===== config.mk =====
export PLATFORM = sky130hd
export DESIGN_NAME = aud_recorder
export DESIGN_NICKNAME = d
export VERILOG_FILES = /design/src/rtl/aud_pkg.sv /design/src/rtl/aud_i2s_deser.sv /design/src/rtl/aud_recorder.sv
export SDC_FILE = /design/constraint.sdc
export NUM_CORES = 1
export LEC_CHECK = 0
export ABC_AREA = 1
export BUFFER_PORTS_ARGS = -buffer_cell sky130_fd_sc_hd__buf_4
export CORE_MARGIN = 3
export CORE_UTILIZATION = 43
export CTS_CLUSTER_DIAMETER = 100
export CTS_CLUSTER_SIZE = 16
export DETAILED_ROUTE_END_ITERATION = 10
export GPL_TIMING_DRIVEN = 0
export MAX_ROUTING_LAYER = met4
export PLACE_DENSITY_LB_ADDON = 0.12
export SLEW_MARGIN = 40
export SYNTH_ARGS = -nofsm -noshare
export SYNTH_HDL_FRONTEND = slang
export SYNTH_HIERARCHICAL = 1
export SYNTH_SLANG_ARGS = --single-unit

===== constraint.sdc =====
create_clock -name i_bclk -period 4.08 [get_ports i_bclk]
set_clock_uncertainty 0.15 [all_clocks]
set_input_delay 0.612 -clock i_bclk [delete_from_list [all_inputs] [get_ports i_bclk]]
set_output_delay 0.612 -clock i_bclk [all_outputs]
set_load 0.02 [all_outputs]

===== src/rtl/aud_pkg.sv =====
// Shared definitions for the audio recorder and player datapaths.
package aud_pkg;
  localparam int DATA_W    = 16;
  localparam int I2S_DELAY = 1;  // MSB follows the LRCK edge by one BCLK
  localparam int STATE_W   = 3;

  typedef enum logic [STATE_W-1:0] {
    S_IDLE  = 3'd0,
    S_SYNC  = 3'd1,
    S_LEFT  = 3'd2,
    S_RIGHT = 3'd3,
    S_WAIT  = 3'd4,
    S_DONE  = 3'd5
  } aud_state_t;
endpackage


===== src/rtl/aud_i2s_deser.sv =====
// I2S deserialiser: LRCK edge detect, bit counter and MSB-first shift register.
// Latency: edges flagged in the sampling cycle; o_word complete in the cycle o_last is high.
// Backpressure: none; the serial stream cannot be stalled, i_en low discards the partial word.
module aud_i2s_deser #(
  parameter int DATA_W = aud_pkg::DATA_W
) (
  input  logic              i_bclk,
  input  logic              i_rst,
  input  logic              i_adclrck,
  input  logic              i_adcdat,
  input  logic              i_en,
  output logic              o_fall,
  output logic              o_rise,
  output logic              o_last,
  output logic [DATA_W-1:0] o_word
);
  localparam int CNT_W = $clog2(DATA_W);

  logic              lrck_d;
  logic [CNT_W-1:0]  count;
  logic [DATA_W-2:0] shift_reg;

  always_ff @(posedge i_bclk) begin
    if (i_rst) begin
      lrck_d    <= 1'b0;
      count     <= '0;
      shift_reg <= '0;
    end else begin
      lrck_d <= i_adclrck;
      if (!i_en) begin
        count     <= '0;
        shift_reg <= '0;
      end else begin
        shift_reg <= o_word[DATA_W-2:0];
        count     <= o_last ? '0 : count + CNT_W'(1);
      end
    end
  end

  assign o_fall = lrck_d & ~i_adclrck;
  assign o_rise = ~lrck_d & i_adclrck;
  assign o_last = (count == CNT_W'(DATA_W - 1));
  assign o_word = {shift_reg, i_adcdat};
endmodule


===== src/rtl/aud_recorder.sv =====
// I2S ADC recorder writing samples to sequential SRAM addresses; AUD_RECORDER_STEREO_EN adds the right channel.
// Latency: o_valid one BCLK after the last data bit; address advances the cycle after o_valid.
// Backpressure: none; i_pause gates whole frames at the falling LRCK edge only.
module aud_recorder #(
  parameter int                DATA_W   = 16,
  parameter int                ADDR_W   = 20,
  parameter logic [ADDR_W-1:0] MAX_ADDR = 20'hFFFFF
) (
  input  logic              i_bclk,
  input  logic              i_rst,
  input  logic              i_adclrck,
  input  logic              i_adcdat,
  input  logic              i_start,
  input  logic              i_pause,
  input  logic              i_stop,
  output logic [DATA_W-1:0] o_data,
  output logic [ADDR_W-1:0] o_address,
  output logic              o_valid,
  output logic              o_full,
  output logic [2:0]        o_state
);
  import aud_pkg::*;

  aud_state_t        state;
  logic              r_run;
  logic              fall, rise, last, en, capturing;
  logic [DATA_W-1:0] word;

  // A frame edge mid-word clears the deserialiser so capture restarts on that edge.
  assign capturing = (state == S_LEFT) || ((state == S_RIGHT) && r_run);
  assign en        = capturing && !i_stop && (last || !(fall || rise));
  assign o_state   = state;

  aud_i2s_deser #(.DATA_W(DATA_W)) u_deser (
    .i_bclk   (i_bclk),
    .i_rst    (i_rst),
    .i_adclrck(i_adclrck),
    .i_adcdat (i_adcdat),
    .i_en     (en),
    .o_fall   (fall),
    .o_rise   (rise),
    .o_last   (last),
    .o_word   (word)
  );

  always_ff @(posedge i_bclk) begin
    if (i_rst) begin
      state     <= S_IDLE;
      r_run     <= 1'b0;
      o_data    <= '0;
      o_address <= '0;
      o_valid   <= 1'b0;
      o_full    <= 1'b0;
    end else begin
      o_valid <= 1'b0;
      if (i_stop) begin
        state <= S_IDLE;
        r_run <= 1'b0;
      end else if (o_valid && (o_address == MAX_ADDR)) begin
        o_full <= 1'b1;
        state  <= S_DONE;
        r_run  <= 1'b0;
      end else begin
        if (o_valid) o_address <= o_address + ADDR_W'(1);
        unique case (state)
          S_IDLE, S_DONE: begin
            if (i_start) begin
              state     <= S_SYNC;
              o_address <= '0;
              o_full    <= 1'b0;
            end
          end
          S_SYNC, S_WAIT: begin
            if (fall && !i_pause) state <= S_LEFT;
          end
          S_LEFT: begin
            if (last) begin
              o_data  <= word;
              o_valid <= 1'b1;
`ifdef AUD_RECORDER_STEREO_EN
              state   <= S_RIGHT;
              r_run   <= rise;
`else
              state   <= (fall && !i_pause) ? S_LEFT : S_WAIT;
`endif
            end else if (fall) begin
              state <= i_pause ? S_WAIT : S_LEFT;
            end else if (rise) begin
              state <= S_WAIT;
            end
          end
`ifdef AUD_RECORDER_STEREO_EN
          // r_run low: left written, still waiting for the rising LRCK edge.
          S_RIGHT: begin
            if (r_run && last) begin
              o_data  <= word;
              o_valid <= 1'b1;
              r_run   <= 1'b0;
              state   <= (fall && !i_pause) ? S_LEFT : S_WAIT;
            end else if (fall) begin
              r_run <= 1'b0;
              state <= i_pause ? S_WAIT : S_LEFT;
            end else if (rise) begin
              r_run <= 1'b1;
            end
          end
`endif
          default: state <= S_IDLE;
        endcase
      end
    end
  end
endmodule


# Yosys cells after proc, flatten, opt, wreduce, memory -nomap -nowiden
# Index checks and enable logic that the tools add are counted.
# totals
in_bits	7
register_bits	61
wordCells	71
# op_classes
add_sub_neg	2
mux	16
reduce_logical	24
bitwise_logic	8
n_eq_ne	12
# op_table
op	n
$mux W20	3
$mux W3	8
$add A20 B1 Y20 const B	1
$eq A20 B20 Y1 const B	1
$pmux W3 S3	1
$reduce_and A3 Y1	3
$reduce_or A2 Y1	4
$eq A3 B3 Y1 const B	2
$ne A3 B3 Y1 const B	2
$not A1 Y1	6
$reduce_or A3 Y1	2
$ne A5 B4 Y1 const B	1
$add A4 B1 Y4 const B	1
$eq A4 B4 Y1 const B	1
$logic_and A1 B1 Y1	4
$mux W1	4
$ne A2 B2 Y1 const B	2
$ne A4 B4 Y1 const B	1
$reduce_and A4 Y1	1
$reduce_bool A2 Y1	2
$reduce_or A4 Y1	1
$eq A3 B1 Y1 const B	1
$eq A3 B2 Y1 const B	1
$logic_not A1 Y1	3
other kinds (4)	6

# Depth between registers and ports, before layout
# Gate-level depths: netlist of run 1.
# depth
word_depth	8
ltp_mapped	11
depth_no_buf	11

# Cells and area by module
# Netlist of run 1, hierarchy kept.
# by_module_without_submodules
module	cells_each	area_per_inst_um2	n_inst
aud_recorder	323	2304.7	1
aud_i2s_deser	76	668.1	1

# Worst setup path before layout of run 1
# No wires, ideal clock.
# synth_path
path_kind	reg2reg
from	reg u_deser.count[0]
to	reg u_deser.shift_reg[0]
t_arrival_ns	1.647
setup_time_ns	0.062
path_buffers	2
path_stages_with_launch	12
setup_slack_ns	2.222
t_required_ns	3.868
path_cell_list	dfxtp_1 ha_1 nand2_1 nor2_1 clkbuf_1 a21oi_1 nor3_1 inv_1 nor2_4 inv_2 buf_6 nor2_2
# synth_via
elab_chain_cells	5
# synth_lines
item	line	source
start: declaration	aud_i2s_deser.sv:20	logic [CNT_W-1:0] count;
start signal: assignment	aud_i2s_deser.sv:35	count <= o_last ? '0 : count + CNT_W'(1);
$eq A4 B4 Y1	aud_i2s_deser.sv:42	assign o_last = (count == CNT_W'(DATA_W - 1));
named net last	aud_recorder.sv:26	logic fall, rise, last, en, capturing;
$logic_or A1 B1 Y1	aud_recorder.sv:31	assign en = capturing && !i_stop && (last || !(fall || rise));
$logic_and A1 B1 Y1	aud_recorder.sv:31	
named net en	aud_recorder.sv:26	
$not A1 Y1 (no line)	-	
$reduce_or A2 Y1 (no line)	-	
end signal: assignment	aud_i2s_deser.sv:34	shift_reg <= o_word[DATA_W-2:0];
end: declaration	aud_i2s_deser.sv:21	logic [DATA_W-2:0] shift_reg;
# The timed path passes the listed nets, and every way through them passes these cells.
# A chain may end at the register's enable or synchronous reset.

# Final worst setup path of run 1
# layout_path
from	reg u_deser.count[0]
to	reg u_deser.shift_reg[7]
# The elaborated chain is that of the path after synthesis.

==> run summary, run 1 <==
nets: 466
Core ar.: 6530 um2
most common cell after layout, fill and taps aside: nand2_1
io pins: 48
CP Capture Type: register
GRT Total Usage: 0.186
r2r startpoint: u_deser/count[0]
initial drt markers: 99
relative max-transition margin: 0.608
met3 Use GR: 0.0332
Max Cap Viol: 0
HPWL after detailed placement: 4.99 mm
Initial Utilization: 0.455
Register Area: 1220 um2
maximum vdd drop: 0.000334 V
GR peak layer: met2
gpl congestion: 0.901
Yosys cell types: 36
Area Growth Syn to Fin: 22.6%
H-tree levels: 3
chip width: 89.2 um
CP max stage delay: 0.41 ns
R2R depth: 11
CTS resizes: 0
hold path depth: 2
setup ws final: 1.96 ns
Synthesis Warnings: 6
Routed wire per std cell: 12.7 um
CTS tree: done
clock transition at the registers of the reported paths: 0.07 ns
die area: 7950 um2
count of TritonRoute iterations in the first routing pass: 4
initial antenna violation count: 0
Arr. time, crit path: 2.24 ns
register area share after synthesis: 0.411
worst slack at placement: 1.96 ns
crit path cell chain: ha_1, nand2_1, nor2_1, clkbuf_1, a21oi_1, nor3_1, inv_1, nor2_4, inv_2, buf_6, nor2_2
synthesized area per cell: 7.45 um2
type of the worst setup path: register to register
Fin Hold WS: 0.283 ns
Antenna diodes: 0
Buffers on Ports: 47
RSZ-0062 raised after global routing: false
Worst Hold Path EP: u_deser/shift_reg[4]
number of flip-flops in the largest register: 20
LEAKAGE: 1.34 nW
class of the worst hold path: register to register
chip height: 89.2 um
Std-Cell Rows: 29
largest net degree at the start of global routing: 13
post-route clock period utilization: 0.519
FMAX: 0.472 GHz
min-delay src: u_deser/shift_reg[3]
CP Buf/Inv Count: 4
met2 usage: 0.309
Root Buffer Master: clkbuf_8
clock latency on the worst-skew pair: 0.34 ns
GR Util met1: 0.225
TNS Setup: 0 ns
Final Setup Violations: 0
vias in the first global route: 2460
worst slew pin tran: 0.583 ns
layout cells sized above 1: 0.294
grt total ovfl: 0
footprint of the multi-input gates: 1450 um2
fill count: 640
Setup crit start kind: register
CP delay by family, top: buffers and inverters
Slowest-stage cell, CP: clkbuf_1
most frequent cells in the layout: 84 x nand2_1, 61 x dfxtp_1, 48 x buf_4, 45 x inv_1, 45 x nor2_1
cell area power density: 351 nW/um2
antenna viol nets, final: 0
Final min period: 2.12 ns
Post-CTS Setup Inserts: 0
post-synthesis cell count: 399
first-pass GRT wire length: 11.2 mm
status: finished, final reports clean
final WL: 6.84 mm
Clock Tree Buf Depth: 2
#FFs+latches synth: 61
hold_buf cts: 0
total number of vias: 2651
synthesized cell area: 2970 um2
Residual DRC: 0
max-slew violation count: 0
vias per cell: 4.92
crit-path max FO: 10
RR Endpoint: u_deser/shift_reg[7]
CP required: 4.21 ns
FF-to-FF setup slack: 1.96 ns
# clock sinks: 61
Final Hold Fails: 0
Synth Net Count: 408
Num CTS Buffers: 9
per-stage QoR:
step | instances | util | instance area [um2] | total power [mW]
final | 539 | 0.558 | 3640 | 1.28
after global routing | 539 | 0.558 | 3640 | 1.33
after CTS | 539 | 0.558 | 3640 | 1.29
after detailed placement | 523 | 0.524 | 3420 | 0.691
after global placement | 523 | 0.524 | 3420 | 0.691
after floorplan | 399 | - | 2970 | 0.666
power breakdown:
group | switching [mW] | internal [mW]
combinational | 0.0518 | 0.0245
sequential | 0.00297 | 0.598
clock | 0.256 | 0.346
total | 0.311 | 0.968
Yosys cell counts (all sizes together):
cell type  instances  area, um2
a21o               1       7.51
a21oi             36        248
and2               1       6.26
and3               1       6.26
buf               12        101
clkbuf             3       11.3
clkinv             1       3.75
dfxtp             61       1220
ha                 2       25.0
inv               50        188
mux2i              1       10.0
nand2             98        408
nand3             15       80.1
nand3b             6       45.0
nand4             22        153
nor2              66        330
nor3               8       45.0
nor4               2       12.5
o21ai             10       50.1
or2                2       12.5
xor2               1       8.76
final cells by class:
cell class              instances  share of cell area
inverters                      51              0.0525
clock inverters                 7              0.0268
clock buffers                   9              0.0340
repair buffers                 47              0.0968
well taps                      77              0.0264
plain buffers                  15              0.0309
multi-input cells             272               0.397
flip-flops and latches         61               0.335
per-layer routing:
| layer | wire length [um] | vias to the layer above |
|---|---|---|
| li1 | - | 1386 |
| met1 | 3130 | 1204 |
| met2 | 3370 | 55 |
| met3 | 292 | 6 |
| met4 | 48 | 0 |
| met5 | 0 | - |
logic make-up (layout without fill, tap and decap cells):
logic type | Yosys count | in the layout | share of synthesized area
adders and majority gates | 2 | 2 | 0.00842
and+or+nand+nor | 221 | 221 | 0.370
DFF | 61 | 61 | 0.411
muxes | 1 | 1 | 0.00337
AOI/OAI and AO/OA | 47 | 47 | 0.103
xor gates and xnor gates | 1 | 1 | 0.00295
buffers and inverters | 66 | 129 | 0.102
worst max-delay path by stage:
stage | from | end | slack [ns] | depth (start not counted)
detailed placement | u_deser/count[0] | u_deser/shift_reg[7] | 1.96 | 11
CTS | u_deser/count[0] | u_deser/shift_reg[7] | 1.94 | 11
global route | u_deser/count[0] | u_deser/shift_reg[8] | 1.75 | 11
floorplan | u_deser/count[0] | u_deser/shift_reg[0] | 2.22 | 11
finish | u_deser/count[0] | u_deser/shift_reg[7] | 1.96 | 11
global placement | u_deser/count[0] | u_deser/shift_reg[10] | 1.97 | 11
worst min-delay path: cells and delay by family (launching register included):
family / cells / cell delay [ns]
buf+inv: 1 / 0.05
simple gates: 1 / 0.04
flops: 1 / 0.31
Power figures use the tool's default switching activity.
==> run 2, diff against run 1 <==
Settings changed: ABC_AREA 1 to 0.
Clock period 4.08 ns to 1.93 ns, I/O delays scaled along.
==> run 2 against run 1 <==
  * The flow now finishes with violations (negative setup slack)
  * Final area is 1.6% higher
  * Flip-flop and latch count stayed put
  * Die area is 11% lower
  * Global-route usage is 1.5 points higher
  * Via count is 12% lower
  * Final cell count is 20% lower
  * First-iteration DRC count is 91% higher
  * Area after synthesis is 12% lower
  * Clock-buffer cell count stayed put
  * Fmax is 6.8% higher
  * Critical endpoint is now o_data[9]
  * Largest cell class unchanged
==> run summary, run 2 <==
status: finished with violations
failing checks: negative setup slack
synthesized area per cell: 9.67 um2 (+30%)
#FFs+latches synth: 61 (unchanged)
Fin Hold WS: 0.0211 ns (-0.262 ns)
# clock sinks: 61 (unchanged)
Int Pwr: 1.90 mW (+96%)
CP max stage delay: 0.36 ns (-0.05 ns)
largest net degree at the start of global routing: 13 (unchanged)
max-slew violation count: 0 (unchanged)
Flop pwr share: 0.500 (+0.030)
setup ws final: -0.0513 ns (-2.01 ns)
register area share after synthesis: 0.468 (+0.0571)
Initial Utilization: 0.460 (+0.00470)
FFs w/ async S/R, synth: 0 (unchanged)
Clock Tree Buf Depth: 2 (unchanged)
hold path depth: 2 (unchanged)
relative max-transition margin: 0.644 (+0.0361)
grt total ovfl: 0 (unchanged)
gpl congestion: 0.735 (-18%)
cell with the most instances after synthesis: dfxtp_1
Std-Cell Rows: 27 (-6.9%)
NetSw: 0.605 mW (+94%)
crit-path most repeated cell: buf_6
LEAKAGE: 1.44 nW (+7.6%)
worst slack at placement: -0.310 ns (-2.27 ns)
FMAX: 0.505 GHz (+6.8%)
CP Capture Type: register
Post-synth EDFFs: 0 (unchanged)
Slowest-stage cell, CP: dfxtp_4
io pins: 48 (unchanged)
Placed Instances: 389 (-26%)
Top FF cell, synth: dfxtp_1
number of flip-flops in the largest register: 20 (unchanged)
Arr. time, crit path: 2.04 ns (-0.20 ns)
RR Endpoint: o_data[9]
clock transition at the registers of the reported paths: 0.08 ns (about the same)
Final Setup Violations: 17 (+17)
Synth Net Count: 279 (-32%)
synthesized cell area: 2610 um2 (-12%)
initial antenna violation count: 0 (unchanged)
Residual DRC: 0 (unchanged)
Routed wire per std cell: 15.7 um (+24%)
first-pass GRT wire length: 11.0 mm (-2.2%)
type of the worst setup path: register to register
Net Sw Frac: 0.242 (-0.00129)
cell area power density: 675 nW/um2 (+92%)
top cells by count, synth: 61 x dfxtp_1, 31 x nor2_1, 17 x a21oi_1, 17 x mux2i_1, 14 x and2_2
H-tree levels: 3 (unchanged)
worst slew pin tran: 0.534 ns (-0.0496 ns)
Yosys top cell area share: 0.468 (+0.0571)
most common cell after layout, fill and taps aside: buf_4
chip height: 83.9 um (-5.9%)
Setup crit start kind: register
post-synthesis cell count: 270 (-32%)
HPWL after detailed placement: 4.15 mm (-17%)
RSZ-0062 raised after global routing: true
R2R depth: 8 (-3)
Num CTS Buffers: 9 (unchanged)
Area contributors post-synth: dfxtp_1 47%, mux2i_1 6.5%, nor2_1 4.5%, and2_2 4.0%, a21oi_1 3.3%
initial drt markers: 189 (+91%)
Final min period: 1.98 ns (-0.136 ns)
chip width: 83.9 um (-5.9%)
clock network fraction of total power: 0.452 (-0.019)
CTS tree: done
total number of vias: 2346 (-12%)
FF-to-FF setup slack: -0.05 ns (-2.01 ns)
crit path cell chain: ha_4, nand4_1, nor3_4, buf_6, a211oi_4, buf_6, mux2i_1, nor2_1
layout cells sized above 1: 0.475 (+0.181)
die area: 7040 um2 (-11%)
class of the worst hold path: input pin to register
count of TritonRoute iterations in the first routing pass: 4 (unchanged)
Logic pwr share: 0.048 (-0.012)
crit-path max FO: 5 (-5)
fill count: 473 (-26%)
vias per cell: 5.43 (+10%)
footprint of the multi-input gates: 1460 um2 (+1.1%)
Synthesis Warnings: 6 (unchanged)
antenna viol nets, final: 0 (unchanged)
Buffers on Ports: 47 (unchanged)
CP required: 1.99 ns (-2.22 ns)
Root Buffer Master: clkbuf_8
area leader, netlist: dfxtp_1
Antenna diodes: 0 (unchanged)
Max Cap Viol: 0 (unchanged)
Yosys cell types: 55 (+53%)
GRT Total Usage: 0.201 (+0.0153)
Area Growth Syn to Fin: 41.9%
Worst Hold Path EP: u_deser/shift_reg[0]
Finished Layout Cells: 432 (-20%)
min-delay src: i_adcdat
r2r startpoint: o_address[1]
Register Area: 1270 um2 (+4.0%)
vias in the first global route: 2266 (-7.9%)
clock latency on the worst-skew pair: 0.34 ns (about the same)
TNS Setup: -0.403 ns (-0.403 ns)
nets: 364 (-22%)
final WL: 6.79 mm (-0.72%)
Final Hold Fails: 0 (unchanged)
most frequent cells in the layout: 71 x buf_4, 40 x dfxtp_1, 31 x nor2_1, 17 x mux2i_1, 15 x a21oi_1
Core ar.: 5680 um2 (-13%)
post-route clock period utilization: 1.03 (+0.508)
maximum vdd drop: 0.000517 V (+55%)
[run 2: cell types whose count changed after synthesis, sizes merged, moves of 5 or more]
cell / delta
nand2: -86
inv: -43
nor2: -34
a21oi: -18
nand4: -17
mux2i: +16
and2: +15
or3: +7
or4: +6
xnor2: +6
buf: -5
nand3: -5
nand3b: -5
[run 2: routing by layer]
| layer | track usage | routed length [um] |
|---|---|---|
| met1 | 0.226 | 2870 |
| met2 | 0.338 | 3400 |
| met4 | 0.0760 | 131 |
| met5 | - | 0 |
| met3 | 0.0573 | 391 |
[run 2: how the worst max path moves through the flow]
stage | endpoint | start
after floorplan | o_data[0] | o_address[1]
after global placement | o_data[12] | u_deser/count[0]
after detailed placement | o_data[14] | u_deser/count[1]
after CTS | o_data[9] | o_address[1]
after global routing | o_data[14] | o_address[1]
final | o_data[9] | o_address[1]
[run 2: worst max-delay path: cells and delay by family (launching register included)]
kind | cells | cell delay [ns]
flip-flops | 1 | 0.36
AO/OA/AOI/OAI | 1 | 0.35
buffers and inverters | 2 | 0.31
AND/OR/NAND/NOR | 3 | 0.29
multiplexers | 1 | 0.21
adder cells (fa/ha/maj) | 1 | 0.16
[run 2: cell families (layout without fill, tap and decap cells)]
kind of cell | after synthesis | after routing | share of synthesized area
flops | 61 | 61 | 0.468
simple gates | 114 | 114 | 0.266
buf+inv | 19 | 108 | 0.0393
fa+ha+maj | 2 | 2 | 0.00959
xor+xnor | 7 | 7 | 0.0235
compound gates | 50 | 51 | 0.129
mux | 17 | 17 | 0.0652
[run 2: final cells by class]
cell class	instances	share of cell area
Clock inverter	7	0.0203
Timing Repair Buffer	74	0.155
Sequential cell	61	0.343
Tap cell	72	0.0243
Buffer	11	0.0213
Clock buffer	9	0.0335
Multi-Input combinational cell	191	0.395
Inverter	7	0.00710
[run 2: metrics by stage]
step | cell area [um2] | utilization | power [mW]
floorplan | 2660 | - | 1.35
global placement | 3110 | 0.547 | 1.38
detailed placement | 3110 | 0.547 | 1.38
CTS | 3550 | 0.626 | 2.52
global route | 3700 | 0.652 | 2.60
finish | 3700 | 0.652 | 2.50
[run 2: what timing repair did]
action	CTS	global route
setup buffers	17	8
pin swaps	8	13
gates cloned	2	1
resized for setup	21	22
hold buffers	0	0
setup endpoints to repair	38	35
[run 2: power by group through the flow]
stage                     Clock, mW  Sequential, mW  Combinational, mW
after floorplan                   0            1.29             0.0559
after global placement            0            1.29             0.0933
after detailed placement          0            1.29             0.0944
after CTS                      1.16            1.26              0.105
after global routing           1.22            1.25              0.128
final                          1.13            1.25              0.119
==> run 3, diff against run 2 <==
Settings changed: PLACE_DENSITY from default to 0.71, PLACE_DENSITY_LB_ADDON 0.12 to default, SLEW_MARGIN 40 to default.
==> run 3 against run 2 <==
  * The run still ends with negative setup slack left
  * Final area grew 2.1%
  * Clock-buffer cell count grew 3
  * Hold slack worse by 0.0024 ns
  * Power fell by 3.4%
  * Via count increased by 1.7%
  * First-iteration DRC count is 33% lower
  * Register-to-register slack better by 0.04 ns
  * Sequential share of layout area down 0.45 points
  * Sequential power barely moved
  * Non-clock buffer count is 6 higher
  * Worst setup slack improved by 0.045 ns
  * Highest routed layer unchanged
==> run summary, run 3 (synthesis gave the netlist of run 2 again) <==
Root Buffer Master: clkbuf_8
chip height: 83.9 um (unchanged)
Flop pwr share: 0.517 (+0.017)
Area Growth Syn to Fin: 44.9%
status: finished with violations
Int Pwr: 1.86 mW (-2.0%)
hold_buf cts: 0 (unchanged)
Util after Layout: 0.666 (+0.0139)
io pins: 48 (unchanged)
largest net degree at the start of global routing: 11 (-2)
cell area power density: 639 nW/um2 (-5.4%)
die area: 7040 um2 (unchanged)
Clock Tree Buf Depth: 2 (unchanged)
HPWL after detailed placement: 3.98 mm (-4.1%)
count of TritonRoute iterations in the first routing pass: 4 (unchanged)
# clock sinks: 61 (unchanged)
first-pass GRT wire length: 10.4 mm (-5.0%)
clock network fraction of total power: 0.432 (-0.020)
Routed wire per std cell: 16.0 um (+1.7%)
hold path depth: 2 (unchanged)
class of the worst hold path: input pin to register
layout cells sized above 1: 0.481 (+0.00577)
crit-path max FO: 6 (+1)
final WL: 6.97 mm (+2.6%)
Antenna diodes: 0 (unchanged)
most common cell after layout, fill and taps aside: buf_4
H-tree levels: 3 (unchanged)
RSZ-0062 raised after global routing: true
Logic pwr share: 0.051 (+0.003)
Buffers on Ports: 47 (unchanged)
worst slack at placement: -0.319 ns (-0.00836 ns)
Setup crit start kind: register
antenna viol nets, final: 0 (unchanged)
chip width: 83.9 um (unchanged)
FF-to-FF setup slack: -0.007 ns (+0.04 ns)
initial drt markers: 126 (-33%)
total number of vias: 2385 (+1.7%)
Final Setup Violations: 1 (-16)
Final min period: 1.94 ns (-0.0446 ns)
worst slew pin tran: 0.599 ns (+0.0654 ns)
CP required: 2.00 ns (about the same)
Arr. time, crit path: 2.01 ns (-0.03 ns)
max-slew violation count: 0 (unchanged)
most frequent cells in the layout: 71 x buf_4, 38 x dfxtp_1, 31 x nor2_1, 17 x mux2i_1, 15 x a21oi_1
relative max-transition margin: 0.601 (-0.0436)
Placed Instances: 389 (unchanged)
post-route clock period utilization: 1.00 (-0.0231)
LEAKAGE: 1.49 nW (+3.5%)
min-delay src: i_adcdat
CP Capture Type: register
vias per cell: 5.47 (+0.73%)
gpl congestion: 0.812 (+10%)
r2r startpoint: o_address[1]
type of the worst setup path: register to register
number of flip-flops in the largest register: 20 (unchanged)
grt total ovfl: 0 (unchanged)
Max Cap Viol: 0 (unchanged)
initial antenna violation count: 0 (unchanged)
nets: 369 (+1.4%)
Final Hold Fails: 0 (unchanged)
CTS tree: done
Initial Utilization: 0.460 (unchanged)
Finished Cell Area: 3780 um2 (+2.1%)
clock latency on the worst-skew pair: 0.33 ns (about the same)
FMAX: 0.516 GHz (+2.3%)
clock transition at the registers of the reported paths: 0.07 ns (about the same)
setup ws final: -0.00675 ns (+0.0446 ns)
Residual DRC: 0 (unchanged)
Net Sw Frac: 0.231 (-0.0113)
Worst Hold Path EP: u_deser/shift_reg[0]
vias in the first global route: 2182 (-3.7%)
failing checks: negative setup slack
GRT Total Usage: 0.189 (-0.0116)
Core ar.: 5680 um2 (unchanged)
Num CTS Buffers: 9 (unchanged)
Finished Layout Cells: 436 (+0.93%)
RR Endpoint: o_address[13]
Std-Cell Rows: 27 (unchanged)
maximum vdd drop: 0.000427 V (-17%)
R2R depth: 8 (unchanged)
dpl cell area: 3110 um2 (unchanged)
Pwr Total: 2.41 mW (-3.4%)
NetSw: 0.557 mW (-7.9%)
run 3: worst max-delay path, stage by stage (launching register included):
cell	delay, ns
dfxtp_4	0.37
ha_4	0.17
nand4_1	0.14
nor3_4	0.07
buf_12	0.14
buf_6	0.13
a2111oi_4	0.41
xnor2_1	0.19
nor2_1	0.06
run 3: layer usage:
| layer | global-route usage | wire length [um] | vias up |
|---|---|---|---|
| met2 | 0.301 | 3400 | 90 |
| li1 | - | - | 1147 |
| met3 | 0.0346 | 410 | 14 |
| met4 | 0.0906 | 119 | 0 |
| met1 | 0.232 | 3040 | 1134 |
| met5 | - | 0 | - |
run 3: layout make-up:
class / count / area (um2)
fillers: 452 / 1890
multi-input cells: 190 / 1470
flip-flops and latches: 61 / 1280
repair buffers: 79 / 641
clock buffers: 12 / 165
plain buffers: 12 / 93.8
well taps: 72 / 90.1
inverters: 7 / 26.3
clock inverters: 3 / 18.8
run 3: power groups by stage:
stage	sequential, mW	clock [mW]	combinational [mW]
final	1.25	1.04	0.122
after global routing	1.25	1.12	0.132
after CTS	1.25	1.06	0.105
after detailed placement	1.29	0	0.0926
after global placement	1.29	0	0.0925
after floorplan	1.29	0	0.0559
run 3: what timing repair did:
item,CTS,global route
cloned,1,1
setup endpoints to repair,38,37
buffers inserted,18,13
resized for setup,25,31
pin swaps,7,10
run 3: stage by stage:
stage	setup TNS, ns	hold slack (ns)
floorplan	-0.125	0.258
global placement	-4.95	0.274
detailed placement	-5.55	0.276
CTS	0	0.0116
global route	-1.18	0.0195
finish	-0.00675	0.0187
run 3: worst max path at each step:
| stage | from | end | cells past startpoint |
|---|---|---|---|
| after CTS | o_address[1] | o_address[5] | 6 |
| final | o_address[1] | o_address[13] | 8 |
| after floorplan | o_address[1] | o_data[0] | 7 |
| after detailed placement | u_deser/count[0] | o_data[9] | 8 |
| after global placement | u_deser/count[0] | o_data[2] | 8 |
| after global routing | o_address[1] | o_data[1] | 9 |
